`src/rtl/ex_div_unit.sv`:
```
//------------------------------------------------------------------------------
// Module   : ex_div_unit
// Brief    : Iterative 32-bit radix-2 restoring divider (DIV/DIVU) for the EX
//            stage, raising a pipeline stall request while a divide is running.
// Revision : 1.0 - initial release
//------------------------------------------------------------------------------
`timescale 1ns/1ps
`default_nettype none

module ex_div_unit (
    input  logic        clk,
    input  logic        rst,
    input  logic        div_en,
    input  logic        signed_div,
    input  logic [31:0] rs_data,
    input  logic [31:0] rt_data,
    input  logic        flush,
    output logic        stallreq_for_ex,
    output logic        result_valid,
    output logic [31:0] hi_o,
    output logic [31:0] lo_o
);

    typedef enum logic [1:0] {
        S_IDLE = 2'd0,
        S_BUSY = 2'd1,
        S_DONE = 2'd2
    } state_t;

    localparam logic [5:0] C_LAST_STEP = 6'd31;

    state_t      r_state;
    state_t      w_next;
    logic [5:0]  r_cnt;
    logic [31:0] r_rem;
    logic [31:0] r_quo;
    logic [31:0] r_dvsr;
    logic        r_qsign;
    logic        r_rsign;

    logic        w_accept;
    logic [31:0] w_abs_rs;
    logic [31:0] w_abs_rt;
    logic [32:0] w_shift;
    logic [32:0] w_trial;
    logic [31:0] w_rem_nx;
    logic [31:0] w_quo_nx;

    assign w_accept = (r_state == S_IDLE) & div_en & ~flush;
    assign w_abs_rs = (signed_div & rs_data[31]) ? -rs_data : rs_data;
    assign w_abs_rt = (signed_div & rt_data[31]) ? -rt_data : rt_data;

    // Remainder stays below the divisor, so its 33rd bit is only needed in
    // the shifted trial value; a borrow shows up as bit 32 of the difference.
    assign w_shift  = {r_rem, r_quo[31]};
    assign w_trial  = w_shift - {1'b0, r_dvsr};
    assign w_rem_nx = w_trial[32] ? w_shift[31:0] : w_trial[31:0];
    assign w_quo_nx = {r_quo[30:0], ~w_trial[32]};

    always_comb begin
        w_next          = r_state;
        stallreq_for_ex = 1'b0;
        result_valid    = 1'b0;
        case (r_state)
            S_IDLE: begin
                if (w_accept) begin
                    stallreq_for_ex = 1'b1;
                    w_next          = (rt_data == 32'd0) ? S_DONE : S_BUSY;
                end
            end
            S_BUSY: begin
                if (flush) begin
                    w_next = S_IDLE;
                end else begin
                    stallreq_for_ex = 1'b1;
                    if (r_cnt == C_LAST_STEP) begin
                        w_next = S_DONE;
                    end
                end
            end
            S_DONE: begin
                result_valid = 1'b1;
                w_next       = S_IDLE;
            end
            default: begin
                w_next = S_IDLE;
            end
        endcase
    end

    always_ff @(posedge clk or posedge rst) begin
        if (rst) begin
            r_state <= S_IDLE;
            r_cnt   <= 6'd0;
            r_rem   <= 32'd0;
            r_quo   <= 32'd0;
            r_dvsr  <= 32'd0;
            r_qsign <= 1'b0;
            r_rsign <= 1'b0;
            hi_o    <= 32'd0;
            lo_o    <= 32'd0;
        end else begin
            r_state <= w_next;
            if (w_accept) begin
                r_rem   <= 32'd0;
                r_quo   <= w_abs_rs;
                r_dvsr  <= w_abs_rt;
                r_qsign <= (rs_data[31] ^ rt_data[31]) & signed_div;
                r_rsign <= rs_data[31] & signed_div;
                r_cnt   <= 6'd0;
                if (rt_data == 32'd0) begin
                    hi_o <= rs_data;
                    lo_o <= 32'hFFFF_FFFF;
                end
            end else if ((r_state == S_BUSY) && !flush) begin
                r_rem <= w_rem_nx;
                r_quo <= w_quo_nx;
                r_cnt <= r_cnt + 6'd1;
                // Final step: sign-correct straight into the output registers.
                if (r_cnt == C_LAST_STEP) begin
                    lo_o <= r_qsign ? -w_quo_nx : w_quo_nx;
                    hi_o <= r_rsign ? -w_rem_nx : w_rem_nx;
                end
            end
        end
    end

endmodule

`default_nettype wire

```
`config.mk`:
```
export PLATFORM = sky130hd
export DESIGN_NAME = ex_div_unit
export DESIGN_NICKNAME = d
export VERILOG_FILES = /design/src/rtl/ex_div_unit.sv
export SDC_FILE = /design/constraint.sdc
export NUM_CORES = 1
export LEC_CHECK = 0
export BUFFER_PORTS_ARGS = -buffer_cell sky130_fd_sc_hd__buf_4
export CAP_MARGIN = 10
export CORE_UTILIZATION = 33
export CTS_CLUSTER_DIAMETER = 150
export CTS_CLUSTER_SIZE = 24
export DETAILED_ROUTE_END_ITERATION = 8
export REMOVE_ABC_BUFFERS = 1
export SYNTH_ARGS = -nofsm -noshare
export SYNTH_HDL_FRONTEND = slang
export SYNTH_SLANG_ARGS = --single-unit
```
`constraint.sdc`:
```
create_clock -name clk -period 8.5 [get_ports clk]
set_input_delay 1.275 -clock clk [delete_from_list [all_inputs] [get_ports clk]]
set_output_delay 1.275 -clock clk [all_outputs]
set_load 0.005 [all_outputs]
```
# After elaboration in Yosys (flattened, before gate mapping)
# Index checks and enable logic that the tools add are counted.
# classes
n_div	0
multipliers	0
mux	28
reduce_logical	8
n_eq_ne	6
addsub	6
bitwise	8
magnitude_cmp	0
shifts	0
# ops
op	n
$mux 32	17
$neg 32->32	4
$sub 33x32->33	1
$logic_not 32->1	1
$mux 6	2
$mux 2	4
$add 6x1->6 const B	1
$eq 6x5->1 const B	1
$and 1x1->1	5
$pmux 2 s2	1
$reduce_bool 2->1	2
$mux 1	3
$ne 3x3->1 const B	1
$reduce_and 3->1	1
$eq 2x1->1 const B	1
$eq 2x2->1 const B	1
$logic_not 2->1	1
$ne 2x1->1 const B	1
$ne 2x2->1 const B	1
$not 1->1	2
$pmux 1 s2	1
$reduce_and 2->1	1
$logic_and 1x1->1	1
$logic_not 1->1	1
$xor 1x1->1	1
# word_totals
latch_bits	0
mem_bits_ro	0
ramBits	0
register_bits	170
input_bits	69
n_memories	0
output_inout_bits	66
word_cells	65

# Depth between registers and ports, before layout
# Gate-level depths: netlist of run 1.
# logic_depth
word_depth	7
ltp_mapped	24
ltp_nobuf	20

# Worst setup path before layout of run 1
# No wires, ideal clock.
# synth_timing
path_type	reg-to-reg
from	register r_quo[31]
to	register lo_o[30]
path_stages_with_launch	23
slack_ns	3.769
path_buffers	4
period_less_slack_ns	4.731
setup_ns	0.134
required_time_ns	8.366
arrival_ns	4.597
path_cell_list	dfrtp_1 -> inv_1 -> ha_1 -> inv_1 -> fa_1 -> a211oi_2 -> o211ai_2 -> a22o_1 -> o211ai_4 -> and3_1 -> buf_6 -> nor2_4 -> inv_2 -> clkbuf_1 -> buf_2 -> buf_1 -> ha_1 -> nand3_1 -> or3_1 -> o41ai_1 -> nand2_1 -> xnor2_1 -> a21oi_1
# synth_between
elab_chain_len	7
# synth_rtl
item	line	rtl
start, declared	36	logic [31:0] r_quo;
start signal, assigned	106	r_quo <= w_abs_rs;
start signal, assigned	117	r_quo <= w_quo_nx;
$sub 33x32->33	56	assign w_trial = w_shift - {1'b0, r_dvsr};
$not 1->1	58	assign w_quo_nx = {r_quo[30:0], ~w_trial[32]};
$neg 32->32	121	lo_o <= r_qsign ? -w_quo_nx : w_quo_nx;
$mux 32	121	
$mux 32	120	if (r_cnt == C_LAST_STEP) begin
$mux 32	115	end else if ((r_state == S_BUSY) && !flush) begin
$mux 32	104	if (w_accept) begin
end signal, assigned	121	
end, declared	21	output logic [31:0] lo_o
# No other way between the ends. The select of a mux whose other input is x is not followed.
# A chain may end at the register's enable or synchronous reset.

# Worst setup path in the final report of run 1
# layout_timing
from	register r_quo[31]
to	register hi_o[24]
# layout_between
elab_chain_len	7
# layout_rtl
item	line	rtl
$sub 33x32->33	56	
$mux 32 *	57	assign w_rem_nx = w_trial[32] ? w_shift[31:0] : w_trial[31:0];
$neg 32->32	122	hi_o <= r_rsign ? -w_rem_nx : w_rem_nx;
$mux 32 *	122	
$mux 32 *	120	
$mux 32 *	115	
$mux 32 *	104	
end signal, assigned	112	hi_o <= rs_data;
end signal, assigned	122	
end, declared	20	output logic [31:0] hi_o,
# Mark *: on every way between the ends. The rest lies on a longest branch, timed or not. The select of a mux whose other input is x is not followed.

==> results of run 1 <==
## synth_stat cells (21+ instances only)
library cell,number
a21oi_1,107
a31oi_1,61
clkbuf_1,62
dfrtp_1,170
ha_1,37
inv_1,58
nand2_1,220
nand3_1,24
nor2_1,142
o21ai_0,137
o31ai_1,21
xnor2_1,68
xor2_1,78
## power groups by stage
stage | Sequential (mW) | Clock, mW | Combinational (mW)
2_1_floorplan | 1.30 | 0 | 2.38
3_3_place_gp | 1.36 | 0 | 3.32
3_5_place_dp | 1.38 | 0 | 3.35
4_1_cts | 1.36 | 0.840 | 3.36
5_1_grt | 1.41 | 0.868 | 3.74
6_report | 1.37 | 0.824 | 3.38
## sequential cells by signal (all words and copies together), names as in the netlist
register,flops
r_state,2
r_cnt,6
r_rem,32
r_dvsr,32
lo_o,32
r_qsign,1
r_rsign,1
r_quo,32
hi_o,32
## area by class of cell
cell class	count	area [um2]
multi-input cells	1173	7202
clock buffers	17	425.4
repair buffers	147	1104
inverters	59	226.5
flip-flops and latches	170	4254
clock inverters	15	200.2
well taps	461	576.8
fillers	3648	21670
## metal layers
metal	GRT usage (%)	vias up	routed length, um
met5	0	-	0
met4	3.755	0	351
met3	2.291	20	1536
met2	31.93	278	16590
met1	28.33	5168	17410
li1	-	5419	-
## worst register-to-register path: cells and delay by family (launching register included)
family | cells | cell delay [ns]
fa+ha+maj | 3 | 0.89
flops | 1 | 0.43
simple gates | 5 | 1.17
xor+xnor | 1 | 0.16
buf+inv | 4 | 1.10
compound gates | 8 | 1.77
## worst max path at each step
stage	to	slack (ns)	from	cells after the start
final	hi_o[24]$_DFFE_PP0P_	2.92	r_quo[31]$_DFFE_PP0P_	21
after global routing	hi_o[24]$_DFFE_PP0P_	2.54	r_quo[31]$_DFFE_PP0P_	21
after global placement	hi_o[24]$_DFFE_PP0P_	3.12	r_quo[31]$_DFFE_PP0P_	21
after detailed placement	hi_o[24]$_DFFE_PP0P_	3.02	r_quo[31]$_DFFE_PP0P_	21
after CTS	hi_o[24]$_DFFE_PP0P_	2.99	r_quo[31]$_DFFE_PP0P_	21
after floorplan	stallreq_for_ex	0.50	flush	3
## layout by cell type, fill, tap and decap left out, types with 7 or more instances in the layout
cell / synthesis / final
buf_4: 2 / 147
nand4_1: 10 / 10
nor3_1: 19 / 19
nor4_1: 15 / 15
o211ai_1: 7 / 7
and3_1: 14 / 14
xnor2_1: 68 / 68
dfrtp_1: 170 / 170
o21ai_1: 12 / 12
nand2_1: 220 / 220
nand2b_1: 9 / 9
o41ai_1: 12 / 12
mux2i_1: 20 / 20
a22o_1: 10 / 10
o31ai_1: 21 / 21
a21o_1: 12 / 12
ha_1: 37 / 37
or4_1: 8 / 8
nand3_1: 24 / 24
a21oi_1: 107 / 107
or2_2: 11 / 11
inv_1: 58 / 56
a31oi_1: 61 / 61
o21ai_0: 137 / 137
xor2_1: 78 / 78
clkbuf_16: 0 / 17
or3_1: 15 / 15
and2_1: 9 / 9
nor2_1: 142 / 140
## per-stage QoR
step	area (um2)	hold slack (ns)	utilization, %	power, mW
detailed placement	13360	0.4713	37.48	4.721
global route	13990	0.5060	39.23	6.018
floorplan	11660	0.4498	-	3.675
finish	13990	0.4826	39.23	5.576
CTS	13990	0.4892	39.23	5.568
global placement	13360	0.4630	37.48	4.686
## logic make-up (layout without fill, tap and decap cells)
| group | after synthesis | after routing | synth area share [%] |
|---|---|---|---|
| flops | 170 | 170 | 35.50 |
| mux | 26 | 26 | 2.297 |
| buf+inv | 138 | 238 | 4.542 |
| xor+xnor | 146 | 146 | 10.67 |
| compound gates | 441 | 441 | 23.01 |
| fa+ha+maj | 38 | 38 | 4.030 |
| simple gates | 522 | 522 | 19.95 |
==> results_dict.tcl, run 1 <==
set metrics [dict create \
    grt-ovfl-total 0 \
    slowest_delay_ns 0.64 \
    r2r_cells 21 \
    fin_skew_ns 0.01432 \
    switching_power_mw 2.746 \
    ff2ff_setup_slack_ns 2.92 \
    p_int_mw 2.830 \
    violations "DRC" \
    cts_sinks 170 \
    drtAntennaViolNets 0 \
    power_density_nw_per_um2 398.6 \
    cp_cell_sequence "inv_1, ha_1, inv_1, fa_1, a211oi_2, o211ai_2, a22o_1, o211ai_4, and3_1, nor2_4, buf_4, inv_2, nor2_1, a21oi_1, ha_1, o221ai_1, or4_1, o31ai_4, xor2_1, nand2_1, a21oi_2" \
    min_to "r_dvsr[8]$_DFFE_PP0P_" \
    clk_pin_slew_worst_paths_ns 0.08 \
    dieWidth_um 192.6 \
    sw_frac_of_total_pct 49.24 \
    cp_slowest_cell "inv_2" \
    r2r-start "r_quo[31]$_DFFE_PP0P_" \
    clockRootBuffer "clkbuf_16" \
    dr.pass1.iters 7 \
    critPathBufInv 4 \
    synthArstFlopShare_pct 100.0 \
    post_cts_buffers 0 \
    io_pins 135 \
    synthCells 1481 \
    grt_use_total_pct 19.76 \
    leakage_nw 6.057 \
    ys.flop_type "dfrtp_1" \
    fin_cells 2042 \
    report.final.slew_viol_count 0 \
    p_comb_share_pct 60.7 \
    ys_types 79 \
    place_hpwl_um 26720 \
    ys_seq_elements 170 \
    drive_above_1_share_pct 14.36 \
    rsz0062_at_grt "false" \
    min_path_type "flip-flop to flip-flop" \
    first_global_vias 10410 \
    power_frac_seq_pct 24.5 \
    tightest_slew_ns 1.009 \
    cp.arrival_ns 5.94 \
    worstSkewPairLatency_ns 0.44 \
    synth_edf_count 0 \
    syn_to_final_growth_pct 16.73 \
    dp_cells 2010 \
    min-delay-start "r_dvsr[8]$_DFFE_PP0P_" \
    numPortBuffers 134 \
    fp-row-count 69 \
    fmax_mhz 179.4 \
    clkPwrFrac_pct 14.8 \
    crit_family "compound AO/OA/AOI/OAI gates" \
    routed_via_density 5.331 \
    grt_max_degree 98 \
    required_ns 8.87 \
    avgSynthCellArea_um2 8.092 \
    finalCritPeriodShare_pct 65.59 \
    layout_min_cycle_time_ns 5.576 \
    htreeDepth 4 \
    timing.final.ws_setup_ns 2.924 \
    setup_violations 0 \
    wirelength_um 35880 \
    cts-resized-gates 0 \
    crit_path_start_kind "flip-flop" \
    route.vias.total 10890 \
    yosysWarnings 0 \
    ir_drop_mv 0.2035 \
    wire_per_inst_um 17.57 \
    cts_hold_repair.buffers 0 \
    slew_headroom_pct 32.71 \
    pre_cts_slack_ns 3.019 \
    grt_pass1_wl_um 57750 \
    nets 1675 \
    n_antenna_cell 0 \
    core_um2 35660 \
    cts_tree "built" \
    worstPathMaxFanout 44 \
    initial_core_util_pct 33.61 \
    status "finished with violations" \
    crit_type "flip-flop to flip-flop" \
    synth_top_area_share_pct 35.50 \
    ys_seq_area_share_pct 35.50 \
    syn_area_um2 11980 \
    tns_ns 0 \
    r2r_end "hi_o[24]$_DFFE_PP0P_" \
    cts_buffers 17 \
    crit_path_end_kind "flip-flop" \
    gp_congestion 0.8940 \
    worstHoldPathCells 2 \
    fp.dieH_um 192.6 \
    drc 20 \
    antenna_found_initial 0 \
    clock_path_buffers 2 \
    maxCapViolations 0 \
    finalHoldViolCount 0 \
    drtIter0Drc 885 \
    synth.area.top_cells "dfrtp_1, nand2_1, o21ai_0" \
    yosysTopAreaCell "dfrtp_1" \
    dieArea_um2 37080 \
]
Note: power is estimated with default switching activity, not from simulation.
==> run 2: changes to the inputs <==
clock period = 5 ns   (was 8.5 ns; I/O delays follow)
==> run 2 against run 1 <==
The run still ends with DRC left. Worst hold slack got worse by 0.077 ns. Via count rose by 0.36%. Sequential share of layout area barely moved. Largest cell class unchanged.
==> results_dict.tcl, run 2 (synthesis results as in run 1) <==
set metrics [dict create \
    status "finished with violations" \
    violations "DRC" \
    layout_common_cells "nand2_1, dfrtp_1, buf_4, nor2_1, o21ai_0" \
    grt_util_met1_pct 27.54 \
    drc 20 \
    min_path_type "primary input to async pin" \
    routed_via_density 5.337 \
    grt_util_met3_pct 2.437 \
    worstSkewPairLatency_ns 0.44 \
    multiInputGateArea_um2 7202 \
    leakage_nw 6.064 \
    utilization_pct 39.30 \
    dieArea_um2 37080 \
    dieWidth_um 192.6 \
    grt_max_degree 149 \
    required_ns 5.32 \
    place_hpwl_um 26630 \
    cts_sinks 170 \
    slew_headroom_pct 36.62 \
    cp.arrival_ns 4.95 \
    drtIter0Drc 827 \
    grt-ovfl-total 0 \
    post_cts_buffers 0 \
    grt_use_total_pct 19.23 \
    fin_skew_ns 0.01067 \
    sw_frac_of_total_pct 48.05 \
    crit_path_end_kind "flip-flop" \
    tightest_slew_ns 0.9508 \
    cts_tree "built" \
    fmax_mhz 215.8 \
    report.final.slew_viol_count 0 \
    gp_congestion 0.9040 \
    p_int_mw 4.906 \
    switching_power_mw 4.539 \
    fill_cells 3665 \
    n_antenna_cell 0 \
    power_frac_seq_pct 24.6 \
    clockRootBuffer "clkbuf_16" \
    initial_core_util_pct 33.61 \
    grt.busiest_layer "met2" \
    htreeDepth 4 \
    finalCritPeriodShare_pct 92.66 \
    fp.dieH_um 192.6 \
    clk_pin_slew_worst_paths_ns 0.07 \
    cts_buffers 17 \
    wirelength_um 35150 \
    dr.pass1.iters 9 \
    regArea_um2 4254 \
    numPortBuffers 134 \
    gr-usage-met2_pct 30.19 \
    io_pins 135 \
    drive_above_1_share_pct 14.63 \
    clock_path_buffers 2 \
    setup_violations 0 \
    cts_hold_repair.buffers 0 \
    first_global_vias 10190 \
    cts-resized-gates 0 \
    r2r_cells 18 \
    maxCapViolations 0 \
    crit_type "flip-flop to flip-flop" \
    syn_to_final_growth_pct 16.91 \
    wire_per_inst_um 17.17 \
    antenna_found_initial 0 \
    power_density_nw_per_um2 674.1 \
    ir_drop_mv 0.2776 \
    drtAntennaViolNets 0 \
    route.vias.total 10920 \
    finalPower_mw 9.445 \
    worstPathMaxFanout 29 \
    crit_path_start_kind "flip-flop" \
    layout_min_cycle_time_ns 4.633 \
    finalHoldViolCount 0 \
    clkPwrFrac_pct 14.1 \
    p_comb_share_pct 61.3 \
    grt_pass1_wl_um 55880 \
    fp-row-count 69 \
    core_um2 35660 \
    nets 1681 \
    final_common_cell "nand2_1" \
    rsz0062_at_grt "false" \
]
## run 2: final timing paths
kind,start,to,slack (ns)
max in group asynchronous,rst,lo_o[24]$_DFFE_PP0P_,3.44
setup reg to reg,r_quo[31]$_DFFE_PP0P_,hi_o[30]$_DFFE_PP0P_,0.37
hold / removal,rst,lo_o[8]$_DFFE_PP0P_,0.41
setup / recovery,r_quo[31]$_DFFE_PP0P_,hi_o[30]$_DFFE_PP0P_,0.37
hold reg to reg,r_dvsr[25]$_DFFE_PP0P_,r_dvsr[25]$_DFFE_PP0P_,0.48
min in group clk,r_dvsr[25]$_DFFE_PP0P_,r_dvsr[25]$_DFFE_PP0P_,0.48
## run 2: worst max-delay path: stages, from the launching register on
cell and delay (ns):
dfrtp_1 0.42, inv_1 0.08, ha_1 0.17, inv_1 0.06
fa_1 0.43, a211oi_2 0.25, o211ai_2 0.15, a22o_1 0.25
o211ai_4 0.25, and3_2 0.31, nor2_4 0.06, inv_2 0.19
buf_4 0.34, mux2i_1 0.21, or3_1 0.37, nand4bb_1 0.32
o41ai_2 0.38, xor2_1 0.17, o22ai_1 0.09
## run 2: power by group through the flow
stage          Combinational [mW]  Clock [mW]  Sequential (mW)
2_1_floorplan                4.05           0             2.20
6_report                     5.79        1.33             2.33
4_1_cts                      5.74        1.36             2.32
3_5_place_dp                 5.72           0             2.34
5_1_grt                      6.38        1.42             2.39
3_3_place_gp                 5.68           0             2.32
## run 2: through the flow
step	worst slack (ns)	hold WS, ns	instances	cell area (um2)	TNS [ns]
after floorplan	-1.947	0.4498	1402	11660	-170.52
after global placement	0.4102	0.4627	2016	13430	0
after detailed placement	0.2791	0.4701	2016	13430	0
after CTS	0.2465	0.4397	2047	14010	0
after global routing	0.02260	0.4592	2047	14010	0
final	0.3669	0.4053	2047	14010	0
## run 2: cell type report
class | instances | share of cell area, %
repair buffers | 153 | 8.377
well taps | 461 | 4.117
inverters | 59 | 1.616
clock inverters | 10 | 0.8394
clock buffers | 21 | 3.286
flip-flops and latches | 170 | 30.36
multi-input cells | 1173 | 51.40
## run 2: per-layer routing
metal / vias up / part of all wire (%)
met5: - / 0
met4: 0 / 1.7
met3: 31 / 4.5
met2: 284 / 45
met1: 5185 / 49
li1: 5424 / -
